## src/rtl/note_scheduler.sv

```systemverilog
// Falling-note sequencer: per-frame advance, beat-paced pattern fetch and spawn,
// per-lane hit judging and scoring. Per-lane slot logic lives in note_lane.

module note_lane #(
    parameter int SLOTS    = 4,
    parameter int SPEED    = 2,
    parameter int HIT_ROW  = 400,
    parameter int HIT_WIN  = 16,
    parameter int SCREEN_H = 480
) (
    input  logic                  clk,
    input  logic                  rst_n,
    input  logic                  advance,
    input  logic                  spawn,
    input  logic                  hit,
    output logic [SLOTS-1:0]      valid,
    output logic [SLOTS-1:0][9:0] y,
    output logic                  hit_now,
    output logic                  miss_now,
    output logic                  drop_now
);
    localparam int SW = (SLOTS > 1) ? $clog2(SLOTS) : 1;

    logic [SW-1:0]         cand, free;
    logic                  cand_found, free_found;
    logic [SLOTS-1:0]      valid_hit, valid_next;
    logic [SLOTS-1:0][9:0] y_next;
    logic [10:0]           y_adv;

    // Hit candidate: the lowest note on screen (largest y), lowest index on ties.
    always_comb begin
        cand       = '0;
        cand_found = 1'b0;
        for (int i = 0; i < SLOTS; i++)
            if (valid[i] && (!cand_found || y[i] > y[cand])) begin
                cand       = SW'(i);
                cand_found = 1'b1;
            end
    end

    assign hit_now = hit && cand_found &&
                     (int'(y[cand]) >= HIT_ROW - HIT_WIN) &&
                     (int'(y[cand]) <= HIT_ROW + HIT_WIN);

    // A hit slot drops out before advance/spawn, so it is never advanced or missed.
    always_comb begin
        valid_hit = valid;
        if (hit_now) valid_hit[cand] = 1'b0;
        free       = '0;
        free_found = 1'b0;
        for (int i = SLOTS - 1; i >= 0; i--)
            if (!valid_hit[i]) begin
                free       = SW'(i);
                free_found = 1'b1;
            end
        valid_next = valid_hit;
        y_next     = y;
        miss_now   = 1'b0;
        drop_now   = 1'b0;
        y_adv      = '0;
        for (int i = 0; i < SLOTS; i++) begin
            y_adv = {1'b0, y[i]} + 11'(SPEED);
            if (advance && valid_hit[i]) begin
                if (y_adv >= 11'(SCREEN_H)) begin
                    valid_next[i] = 1'b0;
                    miss_now      = 1'b1;
                end else begin
                    y_next[i] = y_adv[9:0];
                end
            end
        end
        if (spawn) begin
            if (free_found) begin
                valid_next[free] = 1'b1;
                y_next[free]     = '0;
            end else begin
                drop_now = 1'b1;
            end
        end
    end

    always_ff @(posedge clk or negedge rst_n) begin
        if (!rst_n) begin
            valid <= '0;
            y     <= '0;
        end else begin
            valid <= valid_next;
            y     <= y_next;
        end
    end
endmodule

module note_scheduler #(
    parameter int LANES       = 4,
    parameter int SLOTS       = 4,
    parameter int SPEED       = 2,
    parameter int BEAT_FRAMES = 15,
    parameter int PAT_AW      = 6,
    parameter int HIT_ROW     = 400,
    parameter int HIT_WIN     = 16,
    parameter int SCREEN_H    = 480
) (
    input  logic                        clk,
    input  logic                        rst_n,
    input  logic                        run,
    input  logic                        frame_tick,
    output logic [PAT_AW-1:0]           pat_addr,
    input  logic [LANES-1:0]            pat_data,
    input  logic [LANES-1:0]            hit_req,
    output logic [LANES*SLOTS-1:0]      note_valid,
    output logic [LANES*SLOTS*10-1:0]   note_y,
    output logic [LANES-1:0]            hit_ok,
    output logic [LANES-1:0]            miss,
    output logic [15:0]                 score,
    output logic                        overflow
);
    localparam int BW = (BEAT_FRAMES > 1) ? $clog2(BEAT_FRAMES) : 1;

    typedef enum logic [1:0] {IDLE, ADVANCE, FETCH, SPAWN} state_t;
    state_t state, state_next;

    logic [BW-1:0]                     beat;
    logic                              tick_pend, go, beat_wrap;
    logic [LANES-1:0]                  hit_now, miss_now, drop_now;
    logic [LANES-1:0][SLOTS-1:0]       lane_valid;
    logic [LANES-1:0][SLOTS-1:0][9:0]  lane_y;
    logic [16:0]                       score_sum;

    assign go        = (state == IDLE) && run && (frame_tick || tick_pend);
    assign beat_wrap = (beat == BW'(BEAT_FRAMES - 1));

    always_comb begin
        state_next = state;
        case (state)
            IDLE:    if (go) state_next = ADVANCE;
            ADVANCE: state_next = beat_wrap ? FETCH : IDLE;
            FETCH:   state_next = SPAWN;
            SPAWN:   state_next = IDLE;
            default: state_next = IDLE;
        endcase
    end

    for (genvar l = 0; l < LANES; l++) begin : g_lane
        note_lane #(
            .SLOTS(SLOTS), .SPEED(SPEED), .HIT_ROW(HIT_ROW),
            .HIT_WIN(HIT_WIN), .SCREEN_H(SCREEN_H)
        ) u_lane (
            .clk      (clk),
            .rst_n    (rst_n),
            .advance  (state == ADVANCE),
            .spawn    ((state == SPAWN) && pat_data[l]),
            .hit      (hit_req[l]),
            .valid    (lane_valid[l]),
            .y        (lane_y[l]),
            .hit_now  (hit_now[l]),
            .miss_now (miss_now[l]),
            .drop_now (drop_now[l])
        );
    end

    // Packed [lane][slot] flattens to index lane*SLOTS+slot.
    assign note_valid = lane_valid;
    assign note_y     = lane_y;

    always_comb begin
        score_sum = {1'b0, score};
        for (int l = 0; l < LANES; l++) score_sum = score_sum + 17'(hit_now[l]);
    end

    always_ff @(posedge clk or negedge rst_n) begin
        if (!rst_n) begin
            state     <= IDLE;
            tick_pend <= 1'b0;
            beat      <= '0;
            pat_addr  <= '0;
            hit_ok    <= '0;
            miss      <= '0;
            score     <= '0;
            overflow  <= 1'b0;
        end else begin
            state  <= state_next;
            hit_ok <= hit_now;
            miss   <= miss_now;
            score  <= score_sum[16] ? 16'hFFFF : score_sum[15:0];
            if (|drop_now) overflow <= 1'b1;
            if (go) tick_pend <= 1'b0;
            else if (frame_tick && run && state != IDLE) tick_pend <= 1'b1;
            if (state == ADVANCE) beat <= beat_wrap ? '0 : beat + BW'(1);
            if (state == SPAWN) pat_addr <= pat_addr + PAT_AW'(1);
        end
    end
endmodule

```

## config.mk

```make
export PLATFORM = sky130hd
export DESIGN_NAME = note_scheduler
export DESIGN_NICKNAME = d
export VERILOG_FILES = /design/src/rtl/note_scheduler.sv
export SDC_FILE = /design/constraint.sdc
export NUM_CORES = 1
export LEC_CHECK = 0
export ABC_AREA = 1
export CAP_MARGIN = 5
export CORE_MARGIN = 2
export CORE_UTILIZATION = 41
export DETAILED_ROUTE_END_ITERATION = 10
export GPL_ROUTABILITY_DRIVEN = 1
export PLACE_DENSITY_LB_ADDON = 0.12
export SLEW_MARGIN = 20
export SYNTH_ARGS = -nofsm -noshare
export SYNTH_HDL_FRONTEND = slang
export SYNTH_HIERARCHICAL = 1
export SYNTH_SLANG_ARGS = --single-unit
```

## constraint.sdc

```tcl
create_clock -name clk -period 7.1 [get_ports clk]
set_input_delay 1.065 -clock clk [delete_from_list [all_inputs] [get_ports clk]]
set_output_delay 1.065 -clock clk [all_outputs]
set_load 0.02 [all_outputs]
```

# Yosys cells after proc, flatten, opt, wreduce, memory -nomap -nowiden
# Cells that the tools add are included.
# totals
input_bits	12
n_memories	0
output_inout_bits	207
mem_bits_ro	0
ff_bits	214
mem_bits_rw	0
latch_bits	0
# op_classes
mux	239
n_bitwise	20
order_cmp	60
n_addsub	22
n_eq_ne	5
n_reduce_logical	85
n_mul	0
shift	0
div	0
# ops
op	count
2-to-1 mux 10 bit	48
2-to-1 mux 40 bit	8
binary-select mux 10 bit (select 2 bit)	12
adder 10 x 2 -> 11 bit, second input constant	16
>= comparator 11 x 9 -> 1 bit, second input constant	16
bitwise AND 40 bit	4
inverter 40 bit	4
greater-than comparator 10 bit	12
2-to-1 mux 1 bit	118
demux 10 bit (select 2 bit)	4
logical AND 1 bit	56
2-to-1 mux 2 bit	26
2-to-1 mux 4 bit	13
adder 17 x 1 -> 17 bit	3
< comparator 2 x 3 -> 1 bit, second input constant	16
>= comparator 10 x 9 -> 1 bit, second input constant	4
less-or-equal comparator 10 x 9 -> 1 bit, second input constant	4
adder 16 x 1 -> 17 bit	1
bitwise AND 4 bit	4
demux 1 bit (select 2 bit)	8
>= comparator 2 x 1 -> 1 bit, second input constant	8
2-to-1 mux 16 bit	1
inverter 4 bit	4
bitwise OR 4 bit	4
12 further kinds	37

# Logic depth before layout (Yosys ltp)
# depth
depth_word	36
ltp_mapped	57
ltp_nobuf	56

# Modules after synthesis
# Netlist, hierarchy kept.
# modules_own_cells
module	area_each_um2	cells_each	n_inst
note_lane at g_lane[0].u_lane ...	3870.0	557	2
note_lane at g_lane[3].u_lane	4001.3	579	1
note_lane at g_lane[1].u_lane	3843.7	573	1
note_scheduler	1766.7	193	1

# Worst setup path after synthesis
# Ideal clock, no wire load.
# synth_path
kind	register -> register
start	register g_lane[0].u_lane/y[8] (netlist name)
end	register score[11]
stages_incl_launch_ff	51
arrival_ns	6.520
path_buffers	5
setup_ns	0.069
t_required_ns	7.031
path_slack_ns	0.511
path_cell_list	dfrtp_1 inv_1 ha_1 nand2_2 inv_1 a21oi_1 nand3_1 nand2_1 nand2_2 nand2_2 buf_6 clkbuf_1 o21ai_0 ha_1 a21o_1 nor2_1 nand3_1 nand2_1 (+15 left out) o21ai_1 nor2_1 nand2_1 nand2_4 nand2_1 inv_1 fa_1 inv_1 fa_1 inv_1 fa_1 nand2_1 inv_2 nand3_4 nor2_4 nand2_2 buf_6 nand3_1
# synth_between
elab_chain_len	26
word_cells_on_any_way	33
classes_between	add/sub: 4; order compare: 5; mux: 13; reduce/logical: 11
# synth_lines
element	line	text
start: declaration	17	output logic [SLOTS-1:0][9:0] y,
start signal: assignment	88	y <= y_next;
greater-than comparator 10 bit	35	if (valid[i] && (!cand_found || y[i] > y[cand])) begin
logical OR 1 bit	35	
logical AND 1 bit	35	
2-to-1 mux 1 bit	35	
binary-select mux 10 bit (select 2 bit)	35	
2-to-1 mux 10 bit (not written as such)	35	
greater-than comparator 10 bit	35	
logical OR 1 bit	35	
(+9 left out)	n/a	
2-to-1 mux 10 bit (not written as such)	42, 43	
>= comparator 10 x 9 -> 1 bit	42	(int'(y[cand]) >= HIT_ROW - HIT_WIN) &&
logical AND 1 bit	41	assign hit_now = hit && cand_found &&
logical AND 1 bit *	42	
net hit_now[0]	124	logic [LANES-1:0] hit_now, miss_now, drop_now;
adder 16 x 1 -> 17 bit *	167	for (int l = 0; l < LANES; l++) score_sum = score_sum + 17'(hit_now[l]);
adder 17 x 1 -> 17 bit * (3 in series)	167	
2-to-1 mux 16 bit *	184	score <= score_sum[16] ? 16'hFFFF : score_sum[15:0];
end signal: assignment	184	
end: declaration	114	output logic [15:0] score,
# The timed path passes the listed nets; every way through them passes the cells marked *. The select of a mux whose other input is x is not followed.
# A chain may end at the register's enable or synchronous reset.

# Final worst setup path
# layout_path
start	register g_lane[0].u_lane/y[13] (netlist name)
end	register score[8]
# Same word-level chain as after synthesis.

==> impl_results.md <==
* Slew Limit Headroom at 43.0%
* Commonest non-fill, non-tap cell in the layout: nand2_1
* Cell Area, Synth at 17,400 um2
* Root Buffer: clkbuf_16
* Net Count, Synth at 2,612
* WP data required at 7.55 ns
* GR Overflow Total at 0
* H-tree depth at 1
* Starting Density at 41.5%
* CTS tree: built
* Hold Path Class: in2async
* Worst hold slack at 0.450 ns
* Detailed-route via count at 16,800
* Largest stage delay, worst path at 0.50 ns
* Clock Latency Late Sink at 0.57 ns
* Die extent in y at 210 um
* CP delay by family, top: simple AND/OR/NAND/NOR gates
* Vias in the first global route at 15,800
* Crit. path cell count at 50
* Final HPWL DP at 39,700 um
* Worst Skew at 0.0178 ns
* Drt pass-1 iters at 5
* Final setup violating endpoints at 0
* Violation count after the first detailed-route iteration at 844
* CP Capture Type: flip-flop
* Port Buffer Count at 218
* Pleak at 11.1 nW
* Number of synthesized register bits at 214
* Critical Path Start Type: flip-flop
* Die area at 44,000 um2
* Max rail drop VDD at 210 uV
* GP Congestion at 0.924
* Number of max-cap violations at 0
* DIE WIDTH at 210 um
* Tmin final at 6.60 ns
* First-pass GRT wire length at 83,300 um
* Setup crit start: g_lane[0].u_lane/y[13]
* Placed cell count at 3,209
* CP most frequent cell: nand2_1
* Worst slew pin tran at 0.855 ns
* F_max at 152 MHz
* Top FF cell, synth: dfrtp_1
* CP Class: reg2reg
* Reg2Reg Capture Point: score[8]
* Ys async rst share at 100%
* Area Growth Syn to Fin at 24.7%
* # rows at 75
* Post-route insts no fill at 3,291
* Worst R2R Path Depth at 50
* Hold buffers post-CTS at 0
* CP bufs+invs at 8
* Clock sink count at 214
* Clock buffer depth at 3
* Worst Path Max Fanout at 7
* Largest net degree at the start of global routing at 121
* CTS Buf Count at 28
* Routed WL at 52,200 um
* Synth unique cells at 48
* Post-synth EDFFs at 0
* Fin. Hold Viols at 0
* Period utilisation layout at 92.9%
* Worst EP arrival at 7.05 ns
* Ports at 219
* Outcome: finished, final reports clean
* Sequential-to-total area share from yosys stat at 30.9%
* Synthesis warning total at 6
* Internal reg-to-reg setup slack at 0.50 ns
* Cells after synthesis at 2,459
* Initial antenna violation count at 1
* Final nets at 2,883
* All-Layer GR Usage at 23.2%
* Mean Syn Cell Area at 7.06 um2
* Worst-path clk slew at 0.06 ns
* End point of the critical path: score[8]
* Core footprint at 41,900 um2
* DRC viols at 0
* Routed Antenna Nets at 0
* CP max-delay cell: fa_1
* Pwr Density at 284 nW/um2
* Layout cells sized above 1 at 12.1%
* Final number of max-transition violations at 0
* Via/cell ratio at 5.10
* Reg-to-Reg Start: g_lane[0].u_lane/y[13]
* Most frequent cells in the layout: nand2_1, inv_1, nor2_1
* DR WL/cell at 15.9 um
==> Yosys cell counts, types with 5 or more instances <==
| cell type | number | share of area [%] |
|---|---|---|
| clkbuf_1 | 10 | 0.22 |
| nand2_2 | 32 | 1.2 |
| nand2_1 | 617 | 13 |
| o21bai_1 | 8 | 0.35 |
| ha_1 | 138 | 10 |
| dfrtp_1 | 214 | 31 |
| inv_1 | 362 | 7.8 |
| inv_2 | 31 | 0.67 |
| nand2_4 | 17 | 1.1 |
| a21oi_1 | 118 | 3.4 |
| nand3_2 | 18 | 1.0 |
| nor2_1 | 240 | 5.2 |
| buf_2 | 8 | 0.23 |
| o21ai_2 | 14 | 0.71 |
| nor2_2 | 16 | 0.58 |
| nand3_1 | 170 | 4.9 |
| xnor2_1 | 14 | 0.71 |
| o21ai_0 | 141 | 4.1 |
| o211ai_1 | 11 | 0.48 |
| buf_6 | 5 | 0.32 |
| nand4_1 | 42 | 1.5 |
| nand3_4 | 14 | 1.4 |
| o21ai_1 | 32 | 0.92 |
| xor2_1 | 67 | 3.4 |
| o21a_1 | 11 | 0.48 |
| buf_4 | 6 | 0.26 |
| nor3_1 | 34 | 0.98 |
| nor2_4 | 21 | 1.4 |
==> sequential cells by signal, summed over array words and instances, names as in the netlist, named ones only <==
register and cells:
miss 4, state 1, pat_addr 6, g_lane.u_lane/y 160
tick_pend 1, score 16, beat 4, g_lane.u_lane/valid 16
hit_ok 4, overflow 1
==> cell type report <==
cell class                 count  area [um2]
clock buffer                  43         858
inverter                     393        1490
multi-input combinational   1827       10600
timing repair buffer         266        2570
antenna                        1        2.50
sequential                   214        5380
clock inverter                 8        67.6
tap                          539         674
fill                        4088       20200
==> per-stage QoR <==
step / area (um2) / total power, mW / setup TNS [ns] / setup WS [ns] / util (%)
6_report: 21600 / 6.15 / 0 / 0.503 / 51.7
5_1_grt: 21600 / 6.64 / -0.0167 / -0.0167 / 51.7
4_1_cts: 21200 / 6.06 / 0 / 0.0793 / 50.5
3_5_place_dp: 20200 / 4.58 / -1.44 / -0.112 / 48.3
3_3_place_gp: 20200 / 4.52 / 0 / 0.0693 / 48.3
2_1_floorplan: 17400 / 3.59 / 0 / 0.511 / -
==> how the worst min path moves through the flow <==
| stage | endpoint | slack [ns] | cells past startpoint |
|---|---|---|---|
| 2_1_floorplan | beat[3] | 0.47 | 1 |
| 3_3_place_gp | beat[3] | 0.49 | 1 |
| 3_5_place_dp | beat[3] | 0.50 | 1 |
| 4_1_cts | beat[3] | 0.50 | 1 |
| 5_1_grt | beat[3] | 0.52 | 1 |
| 6_report | g_lane[3].u_lane/y[36] | 0.45 | 1 |
==> cell families (layout without fill, tap and decap cells) <==
| kind of cell | count (synthesis) | in the layout | share of synthesized area (%) |
|---|---|---|---|
| adder cells (fa/ha/maj) | 141 | 141 | 10.3 |
| AND/OR/NAND/NOR | 1248 | 1253 | 34.0 |
| multiplexers | 2 | 2 | 0.130 |
| buffers and inverters | 423 | 710 | 9.55 |
| other | 0 | 1 | 0 |
| flip-flops | 214 | 214 | 30.9 |
| XOR/XNOR | 81 | 81 | 4.09 |
| AO/OA/AOI/OAI | 350 | 350 | 11.0 |
==> power breakdown <==
group,total (mW),switching (mW),internal [mW]
clock network,1.44,0.576,0.860
logic,3.00,1.86,1.14
registers,1.71,0.291,1.42
==> per-layer routing <==
metal	up-vias	wire length, um	share of wire, %	GRT usage (%)
met5	-	0	0	0
met4	0	1100	2.1	6.36
met3	67	2180	4.2	2.66
met2	346	24900	48	38.8
met1	7912	24100	46	31.7
li1	8465	-	-	-
==> worst reg2reg max path, delay by kind of cell (launching register included) <==
kind,cells,cell delay (ns)
adders and majority gates,6,2.02
DFF,1,0.46
AOI/OAI and AO/OA,3,0.32
buffers and inverters,8,0.77
and+or+nand+nor,33,2.95
==> timing repair <==
item | 4_1_cts | 5_1_grt
resized for setup | 7 | 90
gates cloned | 0 | 6
pin swaps | 0 | 8
setup endpoints to repair | 16 | 16
buffers inserted | 0 | 24
Power figures use the tool's default switching activity.
